==> src/rtl/audio_adc_i2s_rx.sv <==
// audio_adc_i2s_rx: I2S ADC capture. Deserialises the codec's serial ADC stream
// (the codec is bit-clock master) into left/right sample pairs in the clk_50
// domain and presents each pair through a valid/ready handshake.
//
// Ports:
//   clk_50       system clock
//   reset        asynchronous, active-low
//   aud_bclk     codec bit clock (asynchronous, <= clk_50/4)
//   aud_adclrck  codec word clock: low = left slot, high = right slot
//   aud_adcdat   codec serial data, MSB first, one-bit I2S delay after each lrck edge
//   out_left     left sample of the published pair
//   out_right    right sample of the published pair
//   out_valid    pair held on out_left/out_right
//   out_ready    consumer accepts the pair when out_valid && out_ready
//   overrun      1-cycle pulse: an unaccepted pair was overwritten
//   frame_err    1-cycle pulse: a slot ended before DATA_W bits arrived
//   overrun_cnt  (only when ADC_OVERRUN_CNT_EN is defined) saturating overrun count,
//                cleared when a pair is accepted
//
// Optional feature macro: ADC_OVERRUN_CNT_EN

module audio_adc_i2s_rx #(
  parameter int unsigned DATA_W      = 16,
  parameter int unsigned SYNC_STAGES = 2
) (
  input  logic              clk_50,
  input  logic              reset,
  input  logic              aud_bclk,
  input  logic              aud_adclrck,
  input  logic              aud_adcdat,
  output logic [DATA_W-1:0] out_left,
  output logic [DATA_W-1:0] out_right,
  output logic              out_valid,
  input  logic              out_ready,
  output logic              overrun,
  output logic              frame_err
`ifdef ADC_OVERRUN_CNT_EN
  ,
  output logic [15:0]       overrun_cnt
`endif
);

  localparam int unsigned CntW = $clog2(DATA_W + 1);
  localparam logic [CntW-1:0] CntFull = CntW'(DATA_W);
  localparam logic [CntW-1:0] CntLast = CntW'(DATA_W - 1);

  typedef enum logic [1:0] {StSync, StLeft, StRight} state_e;

  // Identical chains keep bclk, lrck and data mutually aligned.
  logic [SYNC_STAGES-1:0] bclk_sync_q, lrck_sync_q, dat_sync_q;

  always_ff @(posedge clk_50 or negedge reset) begin
    if (!reset) begin
      bclk_sync_q <= '0;
      lrck_sync_q <= '0;
      dat_sync_q  <= '0;
    end else begin
      bclk_sync_q <= {bclk_sync_q[SYNC_STAGES-2:0], aud_bclk};
      lrck_sync_q <= {lrck_sync_q[SYNC_STAGES-2:0], aud_adclrck};
      dat_sync_q  <= {dat_sync_q[SYNC_STAGES-2:0], aud_adcdat};
    end
  end

  logic bclk_s, lrck_s, dat_s;
  assign bclk_s = bclk_sync_q[SYNC_STAGES-1];
  assign lrck_s = lrck_sync_q[SYNC_STAGES-1];
  assign dat_s  = dat_sync_q[SYNC_STAGES-1];

  state_e            state_q, state_d;
  logic              bclk_prev_q;
  logic              lrck_prev_q, lrck_prev_d;
  logic [CntW-1:0]   bit_cnt_q, bit_cnt_d;
  logic [DATA_W-1:0] shift_q, shift_d, shift_next;
  logic [DATA_W-1:0] left_hold_q, left_hold_d;
  logic              left_ok_q, left_ok_d;
  logic              pub_q, pub_d;
  logic [DATA_W-1:0] out_left_q, out_left_d, out_right_q, out_right_d;
  logic              out_valid_q, out_valid_d;
  logic              overrun_q, overrun_d;
  logic              frame_err_q, frame_err_d;
  logic              bit_evt, boundary, data_evt, word_done, short_slot, accept;

  always_comb begin
    bit_evt    = bclk_s & ~bclk_prev_q;
    boundary   = bit_evt & (lrck_s != lrck_prev_q);
    // Counter saturates at DATA_W so trailing slot bits are ignored.
    data_evt   = bit_evt & ~boundary & (bit_cnt_q != CntFull);
    word_done  = data_evt & (bit_cnt_q == CntLast);
    short_slot = boundary & (bit_cnt_q != CntFull);
    shift_next = {shift_q[DATA_W-2:0], dat_s};
    accept     = out_valid_q & out_ready;

    state_d     = state_q;
    lrck_prev_d = lrck_prev_q;
    bit_cnt_d   = bit_cnt_q;
    shift_d     = shift_q;
    left_hold_d = left_hold_q;
    left_ok_d   = left_ok_q;
    pub_d       = 1'b0;
    frame_err_d = 1'b0;
    out_left_d  = out_left_q;
    out_right_d = out_right_q;
    out_valid_d = out_valid_q;
    overrun_d   = 1'b0;

    if (bit_evt) lrck_prev_d = lrck_s;

    // The boundary bit is the I2S delay slot and carries no data.
    if (boundary) begin
      bit_cnt_d = '0;
    end else if (data_evt) begin
      shift_d   = shift_next;
      bit_cnt_d = bit_cnt_q + CntW'(1);
    end

    case (state_q)
      StSync: begin
        if (boundary && !lrck_s) begin
          state_d   = StLeft;
          left_ok_d = 1'b0;
        end
      end
      StLeft: begin
        if (boundary) begin
          state_d = StRight;
          if (short_slot) begin
            frame_err_d = 1'b1;
            left_ok_d   = 1'b0;
          end
        end else if (word_done) begin
          left_hold_d = shift_next;
          left_ok_d   = 1'b1;
        end
      end
      StRight: begin
        if (boundary) begin
          state_d     = StLeft;
          left_ok_d   = 1'b0;
          frame_err_d = short_slot;
        end else if (word_done && left_ok_q) begin
          pub_d = 1'b1;
        end
      end
      default: state_d = StSync;
    endcase

    // A publish landing with an acceptance replaces the consumed pair, no overrun.
    if (pub_q) begin
      out_left_d  = left_hold_q;
      out_right_d = shift_q;
      out_valid_d = 1'b1;
      overrun_d   = out_valid_q & ~out_ready;
    end else if (accept) begin
      out_valid_d = 1'b0;
    end
  end

  always_ff @(posedge clk_50 or negedge reset) begin
    if (!reset) begin
      state_q     <= StSync;
      bclk_prev_q <= 1'b0;
      lrck_prev_q <= 1'b0;
      bit_cnt_q   <= '0;
      shift_q     <= '0;
      left_hold_q <= '0;
      left_ok_q   <= 1'b0;
      pub_q       <= 1'b0;
      out_left_q  <= '0;
      out_right_q <= '0;
      out_valid_q <= 1'b0;
      overrun_q   <= 1'b0;
      frame_err_q <= 1'b0;
    end else begin
      state_q     <= state_d;
      bclk_prev_q <= bclk_s;
      lrck_prev_q <= lrck_prev_d;
      bit_cnt_q   <= bit_cnt_d;
      shift_q     <= shift_d;
      left_hold_q <= left_hold_d;
      left_ok_q   <= left_ok_d;
      pub_q       <= pub_d;
      out_left_q  <= out_left_d;
      out_right_q <= out_right_d;
      out_valid_q <= out_valid_d;
      overrun_q   <= overrun_d;
      frame_err_q <= frame_err_d;
    end
  end

  assign out_left  = out_left_q;
  assign out_right = out_right_q;
  assign out_valid = out_valid_q;
  assign overrun   = overrun_q;
  assign frame_err = frame_err_q;

`ifdef ADC_OVERRUN_CNT_EN
  logic [15:0] ovr_cnt_q, ovr_cnt_d;

  always_comb begin
    ovr_cnt_d = ovr_cnt_q;
    if (accept && (ovr_cnt_q != 16'h0000)) begin
      ovr_cnt_d = 16'h0000;
    end else if (overrun_d && (ovr_cnt_q != 16'hFFFF)) begin
      ovr_cnt_d = ovr_cnt_q + 16'h0001;
    end
  end

  always_ff @(posedge clk_50 or negedge reset) begin
    if (!reset) ovr_cnt_q <= 16'h0000;
    else        ovr_cnt_q <= ovr_cnt_d;
  end

  assign overrun_cnt = ovr_cnt_q;
`endif

endmodule

==> config.mk <==
export PLATFORM = sky130hd
export DESIGN_NAME = audio_adc_i2s_rx
export DESIGN_NICKNAME = d
export VERILOG_FILES = /design/src/rtl/audio_adc_i2s_rx.sv
export SDC_FILE = /design/constraint.sdc
export NUM_CORES = 1
export LEC_CHECK = 0
export CORE_MARGIN = 3
export CORE_UTILIZATION = 40
export CTS_BUF_LIST = sky130_fd_sc_hd__clkbuf_16
export DETAILED_ROUTE_END_ITERATION = 8
export SKIP_CTS_REPAIR_TIMING = 1
export SYNTH_ARGS = -nofsm -noshare
export SYNTH_HDL_FRONTEND = slang
export SYNTH_SLANG_ARGS = --single-unit
==> constraint.sdc <==
create_clock -name clk_50 -period 2.6 [get_ports clk_50]
set_clock_uncertainty 0.2 [all_clocks]
set_input_delay 0.26 -clock clk_50 [delete_from_list [all_inputs] [get_ports clk_50]]
set_output_delay 0.26 -clock clk_50 [all_outputs]
set_load 0.005 [all_outputs]
==> flow_metrics.py <==
metrics = {
    "worst_setup_path": {
        "cp-end-kind": "flip-flop",
        "start_kind": "flip-flop",
        "worstRegToRegCells": 6,
        "worstPathMaxFanout": 16,
        "critPathMaxStageDelay_ns": 0.41,
        "cp.required_ns": 2.62,
        "arrival_ns": 2.12,
        "ff2ff_setup_slack_ns": 0.50,
        "worst_path_max_delay_cell": "dfrtp_1",
        "crit_chain": "inv_1, ha_1, and4bb_1, nor3_4, nand3_4, mux2_4",
        "crit_type": "flip-flop to flip-flop",
    },
    "yosys": {
        "ys_seq_area_share_pct": 62.2,
        "synth-main-ff-cell": "dfrtp_1",
        "synthArstFlopShare_pct": 100,
        "synth_nets": 268,
        "synth-edff-count": 0,
        "yosys_warnings": 0,
        "synth_area_leaders": "dfrtp_1, mux2_2, nand2_1",
        "ys_types": 38,
        "ys_ff_latch": 84,
        "syn_area_um2": 3380,
        "synth_top_cell_by_area": "dfrtp_1",
        "syn_inst": 255,
        "avgSynthCellArea_um2": 13.2,
        "netlist.area_leader.share_pct": 62.2,
    },
    "timing": {
        "max_freq_mhz": 476,
        "max-slew-margin-rel_pct": 61.1,
        "grt_setup_unrepaired": "no",
        "layout_setup_ws_ns": 0.499,
        "worstMarginPinSlew_ns": 0.583,
        "final_max_slew_viol_count": 0,
        "fin_crit_ns": 2.10,
        "hold_violations": 0,
        "period_share_pct": 80.8,
        "hold_slack_ns": 0.152,
        "setup_tns_ns": 0,
        "setup_viol_count_final": 0,
    },
    "cts": {
        "cts_buffer_depth": 2,
        "clkTransAtPathRegs_ns": 0.06,
        "worstSkewPairLatency_ns": 0.34,
        "cts_tree": "done",
        "h-tree-depth": 3,
        "ctsRootBufferMaster": "clkbuf_16",
        "numCtsBuffers": 9,
        "clkSinkCount": 84,
    },
    "grt": {
        "grt_usage_pct": 13.7,
        "use_met2_pct": 20.4,
        "grt_start_max_net_pins": 46,
        "grt_pass1_wl_um": 10500,
        "top_usage_layer": "met2",
        "grt_use_met3_pct": 5.57,
        "antenna_found_initial": 0,
        "grt-ovfl-total": 0,
        "use_met1_pct": 18.9,
        "grt_pass1_vias": 2074,
    },
    "placement": {
        "place.gp.congestion": 0.793,
        "dpl_cell_area_um2": 3910,
        "preCtsSetupSlack_ns": 0.493,
        "port_buffers": 40,
        "dp_hpwl_um": 3880,
    },
    "layout": {
        "final_area_um2": 4220,
        "n_antenna_cell": 0,
        "final_net_count": 315,
        "drive_above_1_share_pct": 23.5,
        "area_growth_pct": 25.0,
    },
    "die": {
        "num_rows": 32,
        "die_w_um": 97.9,
        "design.core.area_um2": 7970,
        "fp.dieH_um": 97.9,
        "die_area_um2": 9580,
        "boundaryPins": 41,
        "start_util_pct": 42.4,
    },
    "power_and_ir_drop": {
        "p_leak_uw": 0.00209,
        "powerDensity_nw_per_um2": 740,
        "ir_worst_vdd_uv": 436,
    },
    "routing": {
        "ant_nets": 0,
        "drt_iter0_markers": 107,
        "via_per_inst": 4.91,
        "vias": 2009,
        "drc_errors": 0,
        "drt-pass1-iter-count": 4,
        "post_drt_wl_per_cell_um": 14.5,
        "routed_wl_um": 5920,
    },
    "hold_path": {
        "hold_class": "flip-flop to flip-flop",
        "min_path_cells": 0,
    },
    "flow_run": {
        "drv_cap": 0,
    },
    "status": {
        "status": "finished, final reports clean",
    },
}
-- cell type report --
| class | count | area (um^2) |
|---|---|---|
| clock buffer | 9 | 225 |
| tap | 102 | 128 |
| timing repair buffer | 46 | 470 |
| inverter | 10 | 37.5 |
| sequential | 84 | 2100 |
| fill | 695 | 3750 |
| multi-input combinational | 151 | 1180 |
| clock inverter | 7 | 75.1 |
-- flip-flops by register name (all words and copies together) (netlist names), 2 cells and up --
signal and count:
lrck_sync_q 2, shift_q 16, left_hold_q 16, out_left 16
bit_cnt_q 5, out_right 16, state_q 2, bclk_sync_q 2
dat_sync_q 2
-- synthesized netlist by cell type (3+ instances only) --
cell type	n
o21ai_0	3
nand2_1	54
dfrtp_1	84
nand3_1	4
and3_1	3
nor2_1	3
clkbuf_1	5
mux2_4	10
a21oi_1	3
inv_1	10
mux2_2	38
ha_1	7
-- cell usage in the layout (no fill, tap or decap), drive strengths merged, types with 2 or more instances in the layout --
master          n
a21oi           3
and3            3
buf             6
clkbuf          9
clkdlybuf4s50  39
clkinvlp        2
dfrtp          84
ha              7
inv            13
mux2           48
nand2          54
nand3           5
nor2            3
nor3            2
o21ai           3
o22ai           2
o31ai           2
xor2            3
-- critical path, delay by kind of cell, from the launching register on --
family	cells	cell delay [ns]
buffers and inverters	1	0.06
and+or+nand+nor	3	0.72
DFF	1	0.41
adders and majority gates	1	0.20
muxes	1	0.39
-- stage by stage --
stage               instances  power, uW  utilization [%]
finish                    409       3120             53.0
global route              409       3300             53.0
CTS                       408       3170             52.8
detailed placement        392       1870             49.1
global placement          392       1860             49.1
floorplan                 255       1740                -
-- report_power, final --
part           switching, uW  internal [uW]
registers               97.3           1400
clock network            533            749
logic                    199            145
total                    828           2300
-- routing by layer --
metal / share of wire [%] / wire (um)
met5: 0 / 0
met4: 1.0 / 62
met3: 4.7 / 280
met2: 45 / 2690
met1: 49 / 2890
-- final timing paths --
path	start	endpoint
setup / recovery	bit_cnt_q[0]	left_hold_q[12]
hold / removal	dat_sync_q[0]	dat_sync_q[1]
setup reg to reg	bit_cnt_q[0]	left_hold_q[12]
hold reg to reg	dat_sync_q[0]	dat_sync_q[1]
max in group asynchronous	reset	shift_q[9]
min in group asynchronous	reset	lrck_sync_q[0]
-- cell families (layout without fill, tap and decap cells) --
| logic type | count (synthesis) | count (layout) | synth area share (%) |
|---|---|---|---|
| buffers and inverters | 20 | 72 | 2.74 |
| adder cells (fa/ha/maj) | 7 | 7 | 2.59 |
| flip-flops | 84 | 84 | 62.2 |
| XOR/XNOR | 4 | 4 | 1.26 |
| multiplexers | 49 | 49 | 17.4 |
| AND/OR/NAND/NOR | 74 | 74 | 10.3 |
| AO/OA/AOI/OAI | 17 | 17 | 3.45 |
Power figures use the tool's default switching activity.
